File: src/rtl/eth_fifo_pkg.sv
// Shared types for the Ethernet RX packet FIFO write side.
package eth_fifo_pkg;

    typedef enum logic [1:0] {
        IDLE  = 2'd0,
        WRITE = 2'd1,
        DROP  = 2'd2
    } wr_state_e;

endpackage

File: src/rtl/sat_counter.sv
// Up-counter that sticks at its all-ones value instead of wrapping.
module sat_counter #(
    parameter int WIDTH = 16
) (
    input  logic             clk,
    input  logic             reset_n,
    input  logic             inc,
    output logic [WIDTH-1:0] count
);

    logic [WIDTH-1:0] count_q;
    logic [WIDTH-1:0] count_d;

    always_comb begin
        count_d = count_q;
        if (inc && (count_q != {WIDTH{1'b1}})) begin
            count_d = count_q + WIDTH'(1);
        end
    end

    // NOTE: sequential state uses non-blocking assignments so every flop samples pre-edge values.
    always_ff @(posedge clk) begin
        if (!reset_n) begin
            count_q <= '0;
        end else begin
            count_q <= count_d;
        end
    end

    assign count = count_q;

endmodule

File: src/rtl/fifo_pckt_wr_ctrl.sv
// Packet-aware FIFO write controller: stores good frames, rolls back bad or
// overflowing ones, and counts committed and dropped frames.
module fifo_pckt_wr_ctrl
    import eth_fifo_pkg::*;
#(
    parameter int DATA_WIDTH = 8,
    parameter int CNT_WIDTH  = 16
) (
    input  logic                  clk,
    input  logic                  reset_n,
    input  logic [DATA_WIDTH-1:0] s_axis_tdata,
    input  logic                  s_axis_tvalid,
    input  logic                  s_axis_tlast,
    input  logic                  s_axis_tuser,
    output logic                  s_axis_tready,
    input  logic                  fifo_full,
    input  logic                  fifo_almost_full,
    output logic                  fifo_write,
    output logic [DATA_WIDTH-1:0] fifo_wdata,
    output logic                  latch_addr,
    output logic                  drop_pckt,
    output logic [CNT_WIDTH-1:0]  good_cnt,
    output logic [CNT_WIDTH-1:0]  drop_cnt
);

    wr_state_e state_q;
    wr_state_e state_d;
    logic      good_inc;
    logic      drop_inc;

    // The MAC cannot be back-pressured, so ready only reflects reset.
    assign s_axis_tready = reset_n;
    assign fifo_wdata    = s_axis_tdata;

    always_ff @(posedge clk) begin
        if (!reset_n) begin
            state_q <= IDLE;
        end else begin
            state_q <= state_d;
        end
    end

    // NOTE: every output gets a default first, so no path leaves one unassigned (no latches).
    always_comb begin
        state_d    = state_q;
        fifo_write = 1'b0;
        latch_addr = 1'b0;
        drop_pckt  = 1'b0;
        good_inc   = 1'b0;
        drop_inc   = 1'b0;
        if (reset_n && s_axis_tvalid) begin
            case (state_q)
                IDLE: begin
                    // Nothing is stored yet, so a refused frame needs no rollback.
                    if (!s_axis_tlast) begin
                        if (fifo_almost_full) begin
                            state_d = DROP;
                        end else begin
                            fifo_write = 1'b1;
                            state_d    = WRITE;
                        end
                    end else if (!s_axis_tuser && !fifo_almost_full) begin
                        fifo_write = 1'b1;
                        latch_addr = 1'b1;
                        good_inc   = 1'b1;
                    end else begin
                        drop_inc = 1'b1;
                    end
                end
                WRITE: begin
                    if (!s_axis_tlast) begin
                        if (fifo_full) begin
                            drop_pckt = 1'b1;
                            state_d   = DROP;
                        end else begin
                            fifo_write = 1'b1;
                        end
                    end else begin
                        state_d = IDLE;
                        if (!s_axis_tuser && !fifo_full) begin
                            fifo_write = 1'b1;
                            latch_addr = 1'b1;
                            good_inc   = 1'b1;
                        end else begin
                            drop_pckt = 1'b1;
                            drop_inc  = 1'b1;
                        end
                    end
                end
                DROP: begin
                    if (s_axis_tlast) begin
                        drop_inc = 1'b1;
                        state_d  = IDLE;
                    end
                end
                default: state_d = IDLE;
            endcase
        end
    end

    sat_counter #(.WIDTH(CNT_WIDTH)) u_good_cnt (
        .clk     (clk),
        .reset_n (reset_n),
        .inc     (good_inc),
        .count   (good_cnt)
    );

    sat_counter #(.WIDTH(CNT_WIDTH)) u_drop_cnt (
        .clk     (clk),
        .reset_n (reset_n),
        .inc     (drop_inc),
        .count   (drop_cnt)
    );

endmodule

File: config.mk
export PLATFORM = sky130hd
export DESIGN_NAME = fifo_pckt_wr_ctrl
export DESIGN_NICKNAME = d
export VERILOG_FILES = /design/src/rtl/eth_fifo_pkg.sv /design/src/rtl/sat_counter.sv /design/src/rtl/fifo_pckt_wr_ctrl.sv
export SDC_FILE = /design/constraint.sdc
export NUM_CORES = 1
export LEC_CHECK = 0
export CAP_MARGIN = 5
export CORE_MARGIN = 5
export CORE_UTILIZATION = 47
export CTS_CLUSTER_DIAMETER = 60
export CTS_CLUSTER_SIZE = 16
export DETAILED_ROUTE_END_ITERATION = 16
export PLACE_DENSITY = 0.8
export RECOVER_POWER = 50
export SLEW_MARGIN = 25
export SYNTH_ARGS = -nofsm -noshare
export SYNTH_HDL_FRONTEND = slang
export SYNTH_HIERARCHICAL = 1
export SYNTH_SLANG_ARGS = --single-unit
File: constraint.sdc
create_clock -name clk -period 2.9 [get_ports clk]
set_input_delay 0.87 -clock clk [delete_from_list [all_inputs] [get_ports clk]]
set_output_delay 0.87 -clock clk [all_outputs]
set_load 0.05 [all_outputs]
==> results of run 1 <==
report_power, final:
group | switching, mW | internal [mW]
sequential | 0.00408 | 0.469
combinational | 0.0373 | 0.0291
clock | 0.175 | 0.256
total | 0.216 | 0.755
synthesized netlist by cell type (3+ instances only):
| library cell | instances | share of area [%] |
|---|---|---|
| nand4_1 | 6 | 2.0 |
| and4_1 | 6 | 2.7 |
| nand3_1 | 13 | 3.4 |
| nor2_1 | 14 | 2.7 |
| nand2b_1 | 4 | 1.3 |
| nor3_1 | 4 | 1.0 |
| nor3b_1 | 3 | 1.2 |
| or3_1 | 4 | 1.3 |
| or4_1 | 10 | 3.9 |
| o21ai_0 | 9 | 2.3 |
| mux2i_1 | 6 | 3.1 |
| inv_1 | 9 | 1.8 |
| buf_4 | 11 | 4.3 |
| a21oi_1 | 21 | 5.5 |
| dfxtp_1 | 34 | 35 |
| o31ai_1 | 11 | 4.3 |
| nor4_1 | 6 | 2.0 |
| nand2_1 | 21 | 4.1 |
sequential cells by signal, indices dropped and copies added (netlist names):
signal            flops
u_good_cnt/count     16
state_q               2
u_drop_cnt/count     16
kinds of logic after synthesis:
logic type	synth area share (%)
adders and majority gates	1.30
muxes	3.13
AOI/OAI and AO/OA	18.0
xor gates and xnor gates	1.82
DFF	35.4
and+or+nand+nor	33.6
buffers and inverters	6.71
metrics by stage:
step	hold slack, ns	TNS [ns]
finish	0.512	0
global route	0.544	0
CTS	0.522	0
detailed placement	0.512	-1.57
global placement	0.501	-1.03
floorplan	0.587	0
metal layers:
layer | vias up | track usage (%) | share of wire (%)
met3 | 2 | 4.38 | 5.4
met2 | 57 | 31.4 | 50
met1 | 939 | 21.9 | 44
li1 | 960 | - | -
met5 | - | 0 | 0
met4 | 0 | 3.62 | 0.40
final cells by class:
class	instances	share of cell area, %
Multi-Input combinational cell	171	43.5
Sequential cell	34	26.3
Timing Repair Buffer	59	22.2
Clock buffer	6	2.80
Tap cell	50	2.42
Clock inverter	2	1.45
Inverter	9	1.30
what timing repair did:
item | CTS | global route
gates resized for setup | 4 | 0
pin swaps | 2 | 1
buffers inserted | 1 | 0
endpoints found under the setup margin | 2 | 1
tightest hold or removal path, cell delays in order (launching register included):
cell     delay [ns]
dfxtp_1        0.35
nand2_1        0.07
mux2i_1        0.05
worst min-delay path by stage:
stage	start	to	slack, ns
3_5_place_dp	u_good_cnt/count[11]$_SDFFE_PN0P_	u_good_cnt/count[11]$_SDFFE_PN0P_	0.51
3_3_place_gp	u_good_cnt/count[9]$_SDFFE_PN0P_	u_good_cnt/count[9]$_SDFFE_PN0P_	0.50
6_report	u_good_cnt/count[11]$_SDFFE_PN0P_	u_good_cnt/count[11]$_SDFFE_PN0P_	0.51
4_1_cts	u_good_cnt/count[11]$_SDFFE_PN0P_	u_good_cnt/count[11]$_SDFFE_PN0P_	0.52
5_1_grt	u_good_cnt/count[11]$_SDFFE_PN0P_	u_good_cnt/count[11]$_SDFFE_PN0P_	0.54
2_1_floorplan	state_q[0]$_SDFFE_PN0P_	state_q[0]$_SDFFE_PN0P_	0.59
==> results.txt, run 1 <==
----------------------------------------------------
[Worst setup path]
  Critical path buffers and inverters ... 2
  Arrival time at the worst endpoint ... 1.95 ns
  Chain of cells forming the critical path ... dlygate4sd3_1, a21oi_1, nor2_1, buf_12
  Worst Setup SP ... s_axis_tlast
  CP endpoint kind ... output port
  Number of gates on the worst path with buffers counted ... 4
  Required time of the critical path ... 2.03 ns
  Standard cell with the maximum stage delay on the critical path ... dlygate4sd3_1
  Setup slack, reg-to-reg ... 0.78 ns
  Classification of the worst setup path ... primary input to output port
  Termination of the worst setup path ... drop_pckt
  Reg-to-Reg Start ... state_q[0]$_SDFFE_PN0P_
  Cell family with most CP delay ... buffers and inverters
  Largest incremental delay on the critical path ... 0.62 ns
  Kind of start point of the critical path ... primary input
  Critical-path maximum fanout ... 5
  Capturing point of the worst reg2reg path ... u_good_cnt/count[10]$_SDFFE_PN0P_
  Reg2reg path depth ... 9

[Final layout]
  Leading cell type in the layout, fill and taps excluded ... dfxtp_1
  Cell area after layout ... 2590 µm²
  Count of non-filler cells in the finished layout ... 331
  Area taken by multi-input logic gates ... 1130 µm²
  Area growth from synthesis to layout ... 34.8%
  Most used cells in the layout excluding fill and tap cells ... dfxtp_1, dlygate4sd3_1, a21oi_1, nand2_1
  Antenna Diode Count ... 0
  Number of nets in the final layout ... 297
  Number of filler cells placed in the layout ... 343
  Sequential cell area ... 681 µm²
  Post-layout util ... 65.2%
  Fraction of final layout cells with drive strength greater than 1 ... 12.8%

[Synth]
  Yosys Warn Count ... 6
  Share of synthesized flip-flops with an asynchronous set or reset ... 0%
  Number of enable flip-flop cells after synthesis ... 0
  Count of mapped cells out of synthesis ... 228
  Number of nets produced by synthesis ... 245
  Avg Cell Area, Syn ... 8.42 µm²
  Netlist area before placement ... 1920 µm²
  Flip-flop and latch count after synthesis ... 34
  Leading register cell type out of synthesis ... dfxtp_1
  Count of cell types in the netlist ... 40
  Register area share after synthesis ... 35.4%

[Floorplanning]
  Number of ports placed on the die boundary ... 59
  Core Box Area ... 3970 µm²
  DIE AREA ... 5460 µm²
  Die boundary height ... 73.9 µm
  Starting density of the core ... 48.4%
  Width of the die ... 73.9 µm
  Placement row count ... 23

[GRT]
  Initial antenna violation count ... 0
  GR Overflow Total ... 0
  Wire length of the first global-routing pass ... 7860 µm
  Maximum number of pins on one net before global-route repair ... 18
  Via count of the first global-routing pass ... 1773
  Overall track demand over capacity in global routing ... 17.8%

[Power and ir drop]
  Worst ir drop on vdd ... 232 µV
  Power Dens Cells ... 375 nW/µm²
  Total power ... 0.971 mW
  Leak Pwr ... 0.941 nW

[STA]
  Slew of the pin with the lowest slew margin ... 0.640 ns
  Final worst slack ... 0.0839 ns
  Unrepaired setup endpoints after global routing ... no
  Total count of hold-check failures in the final report ... 0
  Fin crit share ... 97.1%
  Timing-limited maximum frequency ... 355 MHz
  Number of failing setup endpoints in the final timing report ... 0
  Worst relative slew slack ... 56.7%
  Final slew viol count ... 0
  Post-layout min period ... 2.82 ns
  Max Clock Skew ... 0.0125 ns

[Run]
  Max-capacitance violation count ... 0

[Worst hold path]
  Classification of the worst-slack hold path ... flip-flop to flip-flop
  Cell depth of the worst min-delay path ... 2

[Clocking]
  Maximum buffer depth of the clock tree ... 2
  Clock-pin slew on the worst setup and hold paths ... 0.06 ns
  H-tree levels ... 2
  Clock tree from TritonCTS ... yes
  Clk sinks ... 34
  TritonCTS buffer count ... 5
  Count of hold buffers inserted by post-cts repair ... 0
  Clock network latency to the later pin of the worst-skew pair ... 0.29 ns
  Root Driver ... clkbuf_8

[Drt]
  # DRC ... 0
  Number of DRC violations after detailed-routing iteration 0 ... 123
  Routed vias ... 1958
  Number of vias per cell ... 5.92
  ANT nets after route ... 0
  Post-detailed-route wirelength per cell ... 14.4 µm
  Total wirelength of the detailed-routed design ... 4760 µm
  Length of the first detailed-routing pass in iterations ... 4

[Place]
  Final RePlAce weighted congestion ... 0.826
  Post-Place Setup Slack ... -0.183 ns
  Cell Area, Placed ... 2480 µm²
  Port bufs ... 42
  Detailed placement HPWL ... 3300 µm
  Placed cell count ... 322

[Run status]
  Outcome ... finished clean

----------------------------------------------------
Power figures use the tool's default switching activity.
==> inputs of run 2 (changes only) <==
CORE_MARGIN = unset   (was 5)
==> run 2 against run 1 <==
Power fell by 6.9%. Clock power fell by 15%. Global-route usage rose by 5.1 points. Combinational power fell by 3%. Die area fell by 20%. Via count fell by 0.20%. Critical path type unchanged. Largest cell class unchanged.
==> results.txt, run 2 (synthesized netlist as in run 1, its figures left out) <==
----------------------------------------------------
[Run status]
  Outcome ... finished clean

[Clocking]
  H-tree levels ... 2
  TritonCTS buffer count ... 5
  Root Driver ... clkbuf_8
  Clock-pin slew on the worst setup and hold paths ... 0.07 ns
  Maximum buffer depth of the clock tree ... 2
  Clock network latency to the later pin of the worst-skew pair ... 0.29 ns
  Clock tree from TritonCTS ... yes
  Clk sinks ... 34
  Count of hold buffers inserted by post-cts repair ... 0

[GRT]
  Via count of the first global-routing pass ... 1763
  Overall track demand over capacity in global routing ... 22.9%
  Wire length of the first global-routing pass ... 7640 µm
  Maximum number of pins on one net before global-route repair ... 17
  GR Overflow Total ... 0
  Initial antenna violation count ... 0

[Worst setup path]
  Setup slack, reg-to-reg ... 0.74 ns
  Classification of the worst setup path ... primary input to output port
  Capturing point of the worst reg2reg path ... u_good_cnt/count[7]$_SDFFE_PN0P_
  CP endpoint kind ... output port
  Arrival time at the worst endpoint ... 1.98 ns
  Critical-path maximum fanout ... 5
  Reg-to-Reg Start ... state_q[0]$_SDFFE_PN0P_
  Reg2reg path depth ... 7
  Kind of start point of the critical path ... primary input
  Required time of the critical path ... 2.03 ns

[STA]
  Final slew viol count ... 0
  Max Clock Skew ... 0.00414 ns
  Final worst slack ... 0.0542 ns
  Fin crit share ... 98.1%
  Total count of hold-check failures in the final report ... 0
  Post-layout min period ... 2.85 ns
  Number of failing setup endpoints in the final timing report ... 0
  Slew of the pin with the lowest slew margin ... 0.760 ns
  Timing-limited maximum frequency ... 351 MHz
  Worst relative slew slack ... 48.9%
  Unrepaired setup endpoints after global routing ... no

[Final layout]
  Cell area after layout ... 2560 µm²
  Leading cell type in the layout, fill and taps excluded ... dfxtp_1
  Number of filler cells placed in the layout ... 318
  Most used cells in the layout excluding fill and tap cells ... dfxtp_1, dlygate4sd3_1, a21oi_1, nand2_1, nor2_1
  Area growth from synthesis to layout ... 33.4%
  Antenna Diode Count ... 0
  Fraction of final layout cells with drive strength greater than 1 ... 13.3%
  Number of nets in the final layout ... 295

[Drt]
  Total wirelength of the detailed-routed design ... 4600 µm
  Length of the first detailed-routing pass in iterations ... 5
  Post-detailed-route wirelength per cell ... 14.1 µm
  # DRC ... 0
  Number of vias per cell ... 5.98
  Routed vias ... 1954
  Number of DRC violations after detailed-routing iteration 0 ... 141
  ANT nets after route ... 0

[Worst hold path]
  Cell depth of the worst min-delay path ... 2
  Worst hold start ... u_good_cnt/count[15]$_SDFFE_PN0P_
  Worst Hold Path EP ... u_good_cnt/count[15]$_SDFFE_PN0P_
  Classification of the worst-slack hold path ... flip-flop to flip-flop

[Floorplanning]
  Width of the die ... 65.9 µm
  Core Box Area ... 3800 µm²
  DIE AREA ... 4350 µm²
  Die boundary height ... 65.9 µm
  Starting density of the core ... 50.6%
  Placement row count ... 22
  Number of ports placed on the die boundary ... 59

[Place]
  Cell Area, Placed ... 2470 µm²
  Final RePlAce weighted congestion ... 0.808
  Detailed placement HPWL ... 3230 µm
  Post-Place Setup Slack ... -0.219 ns
  Port bufs ... 42

[Power and ir drop]
  Leak Pwr ... 0.935 nW
  Worst ir drop on vdd ... 173 µV
  Power Dens Cells ... 353 nW/µm²

[Run]
  Max-capacitance violation count ... 0

----------------------------------------------------
## run 2: stage by stage
stage | instances | setup TNS [ns] | util, % | power, mW | hold slack [ns]
after floorplan | 228 | 0 | - | 0.546 | 0.587
after global placement | 319 | -1.46 | 65.0 | 0.549 | 0.502
after detailed placement | 319 | -2.13 | 65.0 | 0.550 | 0.513
after CTS | 327 | 0 | 67.6 | 0.918 | 0.526
after global routing | 327 | 0 | 67.5 | 0.942 | 0.559
final | 327 | 0 | 67.5 | 0.903 | 0.521
## run 2: power breakdown
group          switching (mW)  internal, mW  total [mW]
Clock                   0.174         0.191       0.365
Sequential            0.00415         0.469       0.474
Combinational          0.0369        0.0277      0.0646
Total                   0.215         0.688       0.903
## run 2: layout make-up
type                       count  area (µm²)  share of cell area, %
inverter                       9        33.8                   1.32
timing repair buffer          57         564                   22.0
clock buffer                   7        86.3                   3.37
tap                           48        60.1                   2.34
multi-input combinational    171        1130                   44.2
sequential                    34         681                   26.6
clock inverter                 1        5.00                  0.195
## run 2: critical path, stage by stage
cell and delay [ns]:
clkdlybuf4s50_1 0.61, a21oi_1 0.11, nor2_1 0.21, buf_12 0.17
## run 2: worst max-delay path by stage
stage / startpoint / end / slack, ns / cells past startpoint
4_1_cts: s_axis_tuser / drop_pckt / 0.05 / 4
3_5_place_dp: reset_n / u_good_cnt/count[7]$_SDFFE_PN0P_ / -0.22 / 8
2_1_floorplan: reset_n / fifo_write / 0.05 / 3
3_3_place_gp: reset_n / u_good_cnt/count[9]$_SDFFE_PN0P_ / -0.15 / 8
6_report: s_axis_tuser / drop_pckt / 0.05 / 4
5_1_grt: s_axis_tuser / drop_pckt / 0.004 / 4
## run 2: what timing repair did
item | 4_1_cts | 5_1_grt
gates resized for setup | 5 | 1
endpoints found under the setup margin | 2 | 2
pin swaps | 2 | 0
hold endpoints to repair | 0 | 0
setup buffers | 0 | 0
## run 2: routing by layer
metal	vias up	wire [µm]	global-route usage [%]
met5	-	0	0
met4	0	63	12.0
met3	8	339	5.17
met2	77	2090	35.1
met1	906	2110	29.6
li1	963	-	-
